[src/rtl/nes_oam_dma.sv]
`default_nettype none
// +--------------------------------------------------------------------------+
// | nes_oam_dma : sprite DMA engine, copies one CPU page to the OAM data port |
// | Revision    : 1.0                                                         |
// +--------------------------------------------------------------------------+
module nes_oam_dma #(
  parameter logic [15:0] TRIG_ADDR = 16'h4014,
  parameter logic [15:0] OAM_ADDR  = 16'h2004,
  parameter int unsigned XFER_LEN  = 256
) (
  input  logic        i_clk,
  input  logic        i_rstn,
  input  logic [15:0] i_bus_addr,
  input  logic        i_bus_wn,
  input  logic [7:0]  i_bus_wdata,
  output logic        o_spr_req,
  input  logic        i_spr_gnt,
  output logic [15:0] o_spr_addr,
  output logic        o_spr_wn,
  output logic [7:0]  o_spr_wdata,
  input  logic [7:0]  i_spr_rdata,
  output logic        o_busy
);

  localparam logic [7:0] C_LAST = 8'(XFER_LEN - 1);

  typedef enum logic [1:0] {
    S_IDLE = 2'd0,
    S_RD   = 2'd1,
    S_WR   = 2'd2,
    S_DONE = 2'd3
  } state_t;

  state_t      state_q;
  logic [7:0]  page_q;
  logic [7:0]  cnt_q;
  logic        req_q;
  logic        wn_q;
  logic        busy_q;
  logic [15:0] addr_q;
  logic [7:0]  wdata_q;
  logic        w_trig;

  assign w_trig = !i_bus_wn && (i_bus_addr == TRIG_ADDR);

  always_ff @(posedge i_clk or negedge i_rstn) begin
    if (!i_rstn) begin
      state_q <= S_IDLE;
      page_q  <= 8'h00;
      cnt_q   <= 8'h00;
      req_q   <= 1'b0;
      wn_q    <= 1'b1;
      busy_q  <= 1'b0;
      addr_q  <= 16'h0000;
      wdata_q <= 8'h00;
    end else begin
      case (state_q)
        S_IDLE: begin
          if (w_trig) begin
            page_q  <= i_bus_wdata;
            cnt_q   <= 8'h00;
            state_q <= S_RD;
            req_q   <= 1'b1;
            wn_q    <= 1'b1;
            addr_q  <= {i_bus_wdata, 8'h00};
            busy_q  <= 1'b1;
          end
        end
        S_RD: begin
          // wdata_q doubles as the captured byte; held until its write is granted
          if (i_spr_gnt) begin
            wdata_q <= i_spr_rdata;
            state_q <= S_WR;
            wn_q    <= 1'b0;
            addr_q  <= OAM_ADDR;
          end
        end
        S_WR: begin
          if (i_spr_gnt) begin
            wn_q <= 1'b1;
            if (cnt_q == C_LAST) begin
              state_q <= S_DONE;
              req_q   <= 1'b0;
            end else begin
              cnt_q   <= cnt_q + 8'd1;
              state_q <= S_RD;
              addr_q  <= {page_q, cnt_q + 8'd1};
            end
          end
        end
        S_DONE: begin
          state_q <= S_IDLE;
          busy_q  <= 1'b0;
        end
        default: state_q <= S_IDLE;
      endcase
    end
  end

  assign o_spr_req   = req_q;
  assign o_spr_addr  = addr_q;
  assign o_spr_wn    = wn_q;
  assign o_spr_wdata = wdata_q;
  assign o_busy      = busy_q;

endmodule
`default_nettype wire

[config.mk]
export PLATFORM = sky130hd
export DESIGN_NAME = nes_oam_dma
export DESIGN_NICKNAME = d
export VERILOG_FILES = /design/src/rtl/nes_oam_dma.sv
export SDC_FILE = /design/constraint.sdc
export NUM_CORES = 1
export LEC_CHECK = 0
export CORE_ASPECT_RATIO = 0.8
export CORE_UTILIZATION = 40
export CTS_CLUSTER_DIAMETER = 120
export DETAILED_ROUTE_END_ITERATION = 7
export GPL_TIMING_DRIVEN = 0
export PLACE_DENSITY = 0.75
export SLEW_MARGIN = 0
export SYNTH_ARGS = -nofsm -noshare
export SYNTH_HDL_FRONTEND = slang
export SYNTH_SLANG_ARGS = --single-unit
[constraint.sdc]
create_clock -name i_clk -period 2.41 [get_ports i_clk]
set_clock_uncertainty 0.05 [all_clocks]
set_input_delay 0.3615 -clock i_clk [delete_from_list [all_inputs] [get_ports i_clk]]
set_output_delay 0.3615 -clock i_clk [all_outputs]
set_load 0.005 [all_outputs]
Word-level counts from Yosys, hierarchy flattened
Index checks and enable logic that the tools add are counted.
{"block": "totals", "ff_bits": 45, "wordCells": 55, "output_inout_bits": 27, "inputBits": 36}
{"block": "classes", "n_reduce_logical": 14, "muxes": 22, "addsub": 1, "n_eq_ne": 10}
{"op": "$mux 16", "n": 4}
{"op": "$pmux 16 s3", "n": 1}
{"op": "$mux 8", "n": 3}
{"op": "$eq 16x15->1 const B", "n": 1}
{"op": "$pmux 8 s2", "n": 1}
{"op": "$reduce_and 4->1", "n": 3}
{"op": "$ne 2x2->1 const B", "n": 5}
{"op": "$add 8x1->8 const B", "n": 1}
{"op": "$eq 8x8->1 const B", "n": 1}
{"op": "$mux 2", "n": 4}
{"op": "$pmux 2 s4", "n": 1}
{"op": "$reduce_and 2->1", "n": 3}
{"op": "$mux 1", "n": 5}
{"op": "$reduce_and 5->1", "n": 1}
{"op": "$eq 2x2->1 const B", "n": 2}
{"op": "$pmux 1 s2", "n": 2}
{"op": "$reduce_bool 2->1", "n": 2}
{"op": "$pmux 1 s3", "n": 1}
{"op": "$reduce_and 3->1", "n": 1}
{"op": "$reduce_bool 3->1", "n": 1}
{"op": "$eq 2x1->1 const B", "n": 1}
{"op": "$logic_not 2->1", "n": 1}
{"op": "$logic_and 1x1->1", "n": 1}
{"op": "$logic_not 1->1", "n": 1}

Depth between registers and ports, before layout
Gate-level depths: netlist of run 1.
{"block": "depth", "word_depth": 4, "mapped_depth": 8, "mapped_depth_nobuf": 7}

Worst setup path before layout of run 1
OpenSTA, ideal clock, no wires.
{"block": "synth_timing", "path_type": "register to register", "start": "reg cnt_q[0]", "end": "reg addr_q[11] (netlist: o_spr_addr[11])", "synth_period_minus_slack_ps": 2023, "setup_slack_ps": 387, "setup_time_ps": 125, "n_path_buf": 1, "required_ps": 2235, "arrival_ps": 1848, "stages_incl_launch_ff": 8, "cell_sequence": "dfrtp_1 ha_1 nand3_1 nor2_4 a211oi_4 nand2_2 buf_6 mux2_4"}
{"block": "synth_via", "elab_chain_len": 3}
{"element": "start: declaration", "line": "36", "text": "logic [7:0] cnt_q;"}
{"element": "start signal: assignment", "line": "85", "text": "cnt_q <= cnt_q + 8'd1;"}
{"element": "$eq 8x8->1", "line": "81", "text": "if (cnt_q == C_LAST) begin"}
{"element": "$ne 2x2->1 (no line)"}
{"element": "$reduce_and 5->1 (no line)"}
{"element": "end signal: assignment", "line": "65", "text": "addr_q <= {i_bus_wdata, 8'h00};"}
{"element": "end signal: assignment", "line": "87", "text": "addr_q <= {page_q, cnt_q + 8'd1};"}
{"element": "end: declaration", "line": "40", "text": "logic [15:0] addr_q;"}
Every way passes these cells.
A chain may end at the register's enable or synchronous reset.

Final worst setup path of run 1
{"block": "layout_timing", "start": "reg cnt_q[0]", "end": "reg addr_q[14] (netlist: o_spr_addr[14])"}
Same word-level chain as after synthesis.

==> results by group, run 1 <==
Job
  • # Max-Cap Violations: 0

Placement
  • GP Congestion: 0.855
  • Dpl hpwl: 3840 um
  • Pre-CTS WS: -0.0602 ns
  • DP Cell Count: 355
  • IO buf count: 62

STA
  • Period utilisation layout: 0.961
  • Fin worst setup slack: 0.0951 ns
  • Fin. Hold Viols: 0
  • Fmax: 432 MHz
  • Slew margin rel.: 0.610
  • Final min period: 2.31 ns
  • Slew Viols, Final: 0
  • Hold WS: 0.414 ns
  • Setup violations, final: 0
  • Unrepaired setup endpoints after global routing: false
  • Tightest Pin Transition: 0.580 ns

Clocking
  • Number of buffers created by CTS: 5
  • Worst-Skew Late Latency: 0.30 ns
  • Worst-path clk slew: 0.08 ns
  • CTS tree: done
  • Htree depth: 2
  • Post-CTS sizing: 0
  • CTS sink count: 45
  • CTS Root Cell: clkbuf_8
  • CTS max path bufs: 2
  • Setup repair bufs after CTS: 0

Setup path
  • Buf/Inv on CP: 1
  • Critical path, cell by cell: ha_1 > nand3_1 > nor2_4 > a211oi_4 > nand2_2 > buf_6 > mux2_4
  • Reg2Reg Setup Slack: 0.1 ns
  • WP data required: 2.55 ns
  • Crit path launch: cnt_q[0]
  • Crit end category: flip-flop
  • CP max stage cell: a211oi_4
  • Crit Path Class: flip-flop to flip-flop
  • Max incr delay on CP: 0.48 ns
  • Worst-case reg-to-reg path depth: 7
  • Reg-to-Reg End: o_spr_addr[14]
  • Critical-path maximum fanout: 10
  • Crit path max-delay family: compound AO/OA/AOI/OAI gates
  • Startpoint Class: flip-flop
  • CP Data Arrival Time: 2.46 ns
  • Crit Reg-Reg Startpoint: cnt_q[0]

Floorplan
  • Core area: 0.00553 mm^2
  • Die area: 0.00610 mm^2
  • Io pins: 63
  • Die span in y: 70.1 um
  • Row cnt: 24
  • Starting Density: 0.419
  • Die width: 87.1 um

Route
  • Initial DRC Count: 127
  • Drt drc: 0
  • Vias post-DR: 1901
  • Vias/cell: 5.22
  • Final ANT Viol Nets: 0
  • DR WL/cell: 14.4 um
  • DR pass1 iterations: 4
  • Final WL: 5230 um

Logic synthesis
  • Ys async rst share: 1.00
  • Cells after synthesis: 214
  • Mapped Nets: 255
  • Ys flop type: dfrtp_1
  • Post-synth EDFFs: 0
  • Syn Area/Cell: 10.8 um^2
  • Post-synth cell types: 48
  • Post-synthesis sequential area ratio: 0.487
  • Synth Register Bits: 45
  • YS warnings: 0
  • Synth Cell Area: 0.00232 mm^2

Status
  • Outcome: completed

Finish
  • ANT cells: 0
  • Fin cells: 364
  • Nets: 326
  • Most frequent cells in the layout: clkdlybuf4s50_1 (61), dfrtp_1 (44), mux2_2 (15), nand2_1 (15), a21oi_1 (15)
  • Most common cell after layout, fill and taps aside: clkdlybuf4s50_1
  • Layout area overhead: 37.1%
  • Layout cells sized above 1: 0.140

GRT
  • First-pass GRT wire length: 8740 um
  • Largest net degree at the start of global routing: 35
  • Tot GR Track Use: 0.185
  • Vias in the first global route: 1887
  • Total gr overflow: 0
  • Antenna violations before repair: 0

Power and ir drop
  • Internal power: 2.25 mW
  • PnR Total Power: 3.45 mW
  • Power share of the combinational group: 0.490
  • Sequential power share: 0.337
  • Leakage: 1.39 nW
  • P_sw: 1.21 mW
  • Clock power share: 0.173
  • Sw Share: 0.349
  • VDD IR max: 0.648 mV
  • Pwr dens: 1090 mW/mm^2

Worst hold path
  • Hold WC Path Type: input port to async pin
==> kinds of logic (layout without fill, tap and decap cells) <==
family,Yosys count,count (layout),synth area share
AND/OR/NAND/NOR,62,62,0.154
AO/OA/AOI/OAI,60,60,0.176
flip-flops,45,45,0.487
multiplexers,20,20,0.103
buffers and inverters,17,89,0.0346
adder cells (fa/ha/maj),5,5,0.0270
XOR/XNOR,5,5,0.0189
==> per-stage QoR <==
stage               setup TNS, ns   util  instance area, um^2
finish                          0  0.575                 3180
floorplan                       0      -                 2320
global route                    0  0.575                 3180
global placement           -12.53  0.549                 3040
CTS                             0  0.575                 3180
detailed placement         -0.647  0.552                 3050
==> layer usage <==
layer / wire length [um] / vias up / GRT usage / part of all wire
met1: 2420 / 915 / 0.254 / 0.46
met5: 0 / - / 0 / 0
li1: - / 919 / - / -
met2: 2430 / 58 / 0.286 / 0.47
met4: 76 / 0 / 0.0656 / 0.015
met3: 297 / 9 / 0.0426 / 0.057
==> power groups by stage <==
stage	Sequential [mW]	Clock (mW)	Combinational, mW
detailed placement	1.17	0	1.70
global placement	1.17	0	1.66
finish	1.16	0.596	1.69
global route	1.19	0.641	1.86
floorplan	1.17	0	1.02
CTS	1.16	0.605	1.71
==> how the worst max path moves through the flow <==
| stage | endpoint | slack [ns] | depth (start not counted) |
|---|---|---|---|
| after floorplan | o_spr_addr[11] | 0.39 | 7 |
| after CTS | o_spr_addr[14] | 0.1 | 8 |
| after detailed placement | o_spr_addr[4] | -0.06 | 7 |
| final | o_spr_addr[14] | 0.1 | 7 |
| after global placement | o_spr_wdata[5] | -0.28 | 1 |
| after global routing | o_spr_addr[13] | 0.005 | 7 |
==> state kept, by name, indices dropped and copies added, names as in the netlist <==
name         count
o_spr_wn         1
state_q          2
o_busy           1
o_spr_wdata      8
cnt_q            8
o_spr_req        1
o_spr_addr      16
page_q           8
==> worst reg2reg max path, cell delays in order (launching register included) <==
cell and delay [ns]:
dfrtp_1 0.45, ha_1 0.32, nand3_1 0.21, nor2_4 0.08
a211oi_4 0.48, nand2_2 0.15, buf_6 0.18, mux2_4 0.30
==> layout make-up <==
class / count / area [um^2]
well taps: 78 / 97.6
plain buffers: 9 / 50.0
flip-flops and latches: 45 / 1130
multi-input cells: 152 / 1110
clock inverters: 1 / 30.0
inverters: 8 / 30.0
fillers: 501 / 2350
clock buffers: 7 / 86.3
repair buffers: 64 / 646
==> synthesized netlist by cell type, types with 2 or more instances <==
master | n | area (um^2)
a211o_1 | 4 | 35.0
a211oi_1 | 2 | 15.0
a21oi_1 | 15 | 75.1
a22o_1 | 4 | 35.0
a2bb2oi_1 | 2 | 17.5
a31oi_1 | 7 | 43.8
and2_1 | 2 | 12.5
and3_1 | 7 | 43.8
buf_4 | 2 | 15.0
clkbuf_1 | 5 | 18.8
dfrtp_1 | 44 | 1100
ha_1 | 5 | 62.6
inv_1 | 8 | 30.0
mux2_2 | 15 | 169
mux2_4 | 4 | 60.1
nand2_1 | 15 | 56.3
nand3_1 | 6 | 30.0
nand4_1 | 2 | 12.5
nor2_1 | 10 | 37.5
nor2b_1 | 6 | 37.5
nor3_1 | 2 | 10.0
nor4b_1 | 2 | 17.5
o21a_1 | 2 | 15.0
o21ai_0 | 12 | 60.1
o2bb2ai_1 | 5 | 43.8
xnor2_1 | 2 | 17.5
xor2_1 | 3 | 26.3
==> what timing repair did <==
| action | in CTS | in global routing |
|---|---|---|
| setup endpoints to repair | 0 | 4 |
| endpoints found under the hold margin | 11 | 0 |
| hold buffers | 1 | 0 |
Note: power is estimated with default switching activity, not from simulation.
==> run 2: changes to the inputs <==
- CORE_UTILIZATION: 40 -> 48
- PLACE_DENSITY: 0.75 -> 0.87
==> run 2 against run 1 <==
Effect of this change:
- critical path depth decreased by 1
- via count increased by 0.42%
- power decreased by 3.1%
- global-route usage increased by 4.3 points
- worst hold slack improved by 0.021 ns
- combinational power about the same
- first-iteration DRC count increased by 16%
- clock-buffer cell count unchanged
- utilization increased by 10 points
- design area decreased by 1.6%
- wire length increased by 2.3%
- largest cell class unchanged
==> results by group, run 2 (synthesized netlist as in run 1, its figures left out) <==
Status
  • Outcome: completed

Finish
  • Max FFs per register: 16 (unchanged)
  • Nets: 327 (+0.31%)
  • ANT cells: 0 (unchanged)
  • Final instance area: 0.00313 mm^2 (-1.6%)
  • Layout cells sized above 1: 0.139 (-0.000487)
  • Most frequent cells in the layout: clkdlybuf4s50_1 (61), dfrtp_1 (44), mux2_2 (15), nand2_1 (15), a21oi_1 (15)
  • Most common cell after layout, fill and taps aside: clkdlybuf4s50_1
  • Layout area overhead: 34.9%

Route
  • Final ANT Viol Nets: 0 (unchanged)
  • Vias post-DR: 1909 (+0.42%)
  • Final WL: 5350 um (+2.3%)
  • Initial DRC Count: 147 (+16%)
  • Vias/cell: 5.50 (+5.3%)
  • Drt drc: 0 (unchanged)
  • DR pass1 iterations: 4 (unchanged)
  • DR WL/cell: 15.4 um (+7.3%)

Setup path
  • Buf/Inv on CP: 3 (+2)
  • CP Data Arrival Time: 2.40 ns (-0.06 ns)
  • Crit end category: flip-flop
  • CP max stage cell: dfrtp_1
  • Crit Path Class: flip-flop to flip-flop
  • Critical-path maximum fanout: 10 (unchanged)
  • Startpoint Class: flip-flop
  • Critical path's most frequent cell: clkbuf_1
  • Crit path max-delay family: buffers and inverters
  • WP data required: 2.55 ns (about the same)
  • Max incr delay on CP: 0.42 ns (-0.06 ns)
  • Critical path, cell by cell: inv_1 > ha_1 > clkbuf_1 > clkbuf_1 > o211ai_1 > a22o_1

STA
  • Slew margin rel.: 0.628 (+0.0188)
  • Period utilisation layout: 0.938 (-0.0229)
  • Final min period: 2.26 ns (-0.0553 ns)
  • Hold WS: 0.435 ns (+0.0211 ns)
  • Fmax: 443 MHz (+2.4%)
  • Setup violations, final: 0 (unchanged)
  • Unrepaired setup endpoints after global routing: false
  • Fin. Hold Viols: 0 (unchanged)
  • Slew Viols, Final: 0 (unchanged)
  • Tightest Pin Transition: 0.552 ns (-0.0279 ns)

GRT
  • Vias in the first global route: 1924 (+2.0%)
  • Largest net degree at the start of global routing: 31 (-11%)
  • First-pass GRT wire length: 8950 um (+2.4%)
  • Tot GR Track Use: 0.228 (+0.0434)
  • Total gr overflow: 0 (unchanged)
  • Antenna violations before repair: 0 (unchanged)

Placement
  • Dpl hpwl: 3960 um (+3.1%)
  • Area after DPL: 0.00303 mm^2 (-0.74%)
  • GP Congestion: 0.931 (+8.9%)
  • IO buf count: 62 (unchanged)

Floorplan
  • Io pins: 63 (unchanged)
  • Core area: 0.00462 mm^2 (-16%)
  • Row cnt: 22 (-8.3%)
  • Die area: 0.00511 mm^2 (-16%)
  • Starting Density: 0.501 (+0.0817)
  • Die width: 79.7 um (-8.5%)
  • Die span in y: 64.1 um (-8.5%)

Clocking
  • CTS tree: done
  • CTS Root Cell: clkbuf_8
  • CTS sink count: 45 (unchanged)
  • Worst-Skew Late Latency: 0.30 ns (about the same)
  • CTS max path bufs: 2 (unchanged)
  • Worst-path clk slew: 0.08 ns (about the same)
  • Post-CTS sizing: 0 (unchanged)
  • Htree depth: 2 (unchanged)
  • Number of buffers created by CTS: 5 (unchanged)

Power and ir drop
  • PnR Total Power: 3.34 mW (-3.1%)
  • Leakage: 1.37 nW (-0.84%)
  • VDD IR max: 0.801 mV (+24%)
  • Pwr dens: 1070 mW/mm^2 (-1.6%)
  • Sw Share: 0.364 (+0.0145)
  • Internal power: 2.13 mW (-5.3%)
  • Sequential power share: 0.349 (+0.012)
  • P_sw: 1.22 mW (+0.88%)
  • Clock power share: 0.136 (-0.037)
  • Power share of the combinational group: 0.516 (+0.026)

Job
  • # Max-Cap Violations: 0 (unchanged)

Worst hold path
  • Hold WC Path Type: flip-flop to flip-flop
run 2: changes by cell type in the layout (fill, tap and decap cells not counted), sizes merged:
cell,before,now
clkinv,0,1
buf,5,6
bufinv,1,0
run 2: area by class of cell:
cell class | instances | area, um^2
Clock inverter | 1 | 5.00
Sequential cell | 45 | 1130
Tap cell | 60 | 75.1
Inverter | 8 | 30.0
Multi-Input combinational cell | 152 | 1110
Fill cell | 375 | 1500
Timing Repair Buffer | 65 | 653
Buffer | 9 | 50.0
Clock buffer | 7 | 76.3
run 2: timing repair:
action                                 CTS  global route
endpoints found under the hold margin   15             0
hold buffers                             1             0
buffers inserted                         0             1
setup endpoints to repair                0             4
run 2: through the flow:
stage               utilization  worst slack (ns)  TNS (ns)  std cells
floorplan                     -             0.387         0        214
global placement          0.652            -0.265    -11.63        336
detailed placement        0.655           -0.0481    -0.409        337
CTS                       0.675            0.0998         0        346
global route              0.676           0.00257         0        347
finish                    0.676             0.150         0        347
run 2: worst paths after layout:
path,start,endpoint,slack [ns],cells after the start
max in group asynchronous,i_rstn,o_spr_wn,1.28,3
min in group asynchronous,i_rstn,o_spr_addr[12],0.46,2
min reg2reg,page_q[3],page_q[3],0.44,2
max reg2reg,state_q[0],cnt_q[6],0.15,6
max,state_q[0],cnt_q[6],0.15,6
min,page_q[3],page_q[3],0.44,2
run 2: layer usage:
layer  up-vias  global-route usage  share of wire
li1        923                   -              -
met1       906               0.303           0.45
met2        73               0.371           0.48
met3         7              0.0514          0.061
met4         0              0.0682         0.0090
met5         -                   0              0
run 2: tightest hold or removal path, delay by kind of cell (launching register included):
family	cells	cell delay [ns]
AND/OR/NAND/NOR	1	0.05
AO/OA/AOI/OAI	1	0.06
flip-flops	1	0.35
run 2: power by group through the flow:
stage / Clock (mW) / Sequential [mW] / Combinational [mW]
final: 0.453 / 1.17 / 1.72
after global routing: 0.490 / 1.19 / 1.88
after CTS: 0.461 / 1.17 / 1.71
after detailed placement: 0 / 1.18 / 1.70
after global placement: 0 / 1.16 / 1.65
after floorplan: 0 / 1.17 / 1.02
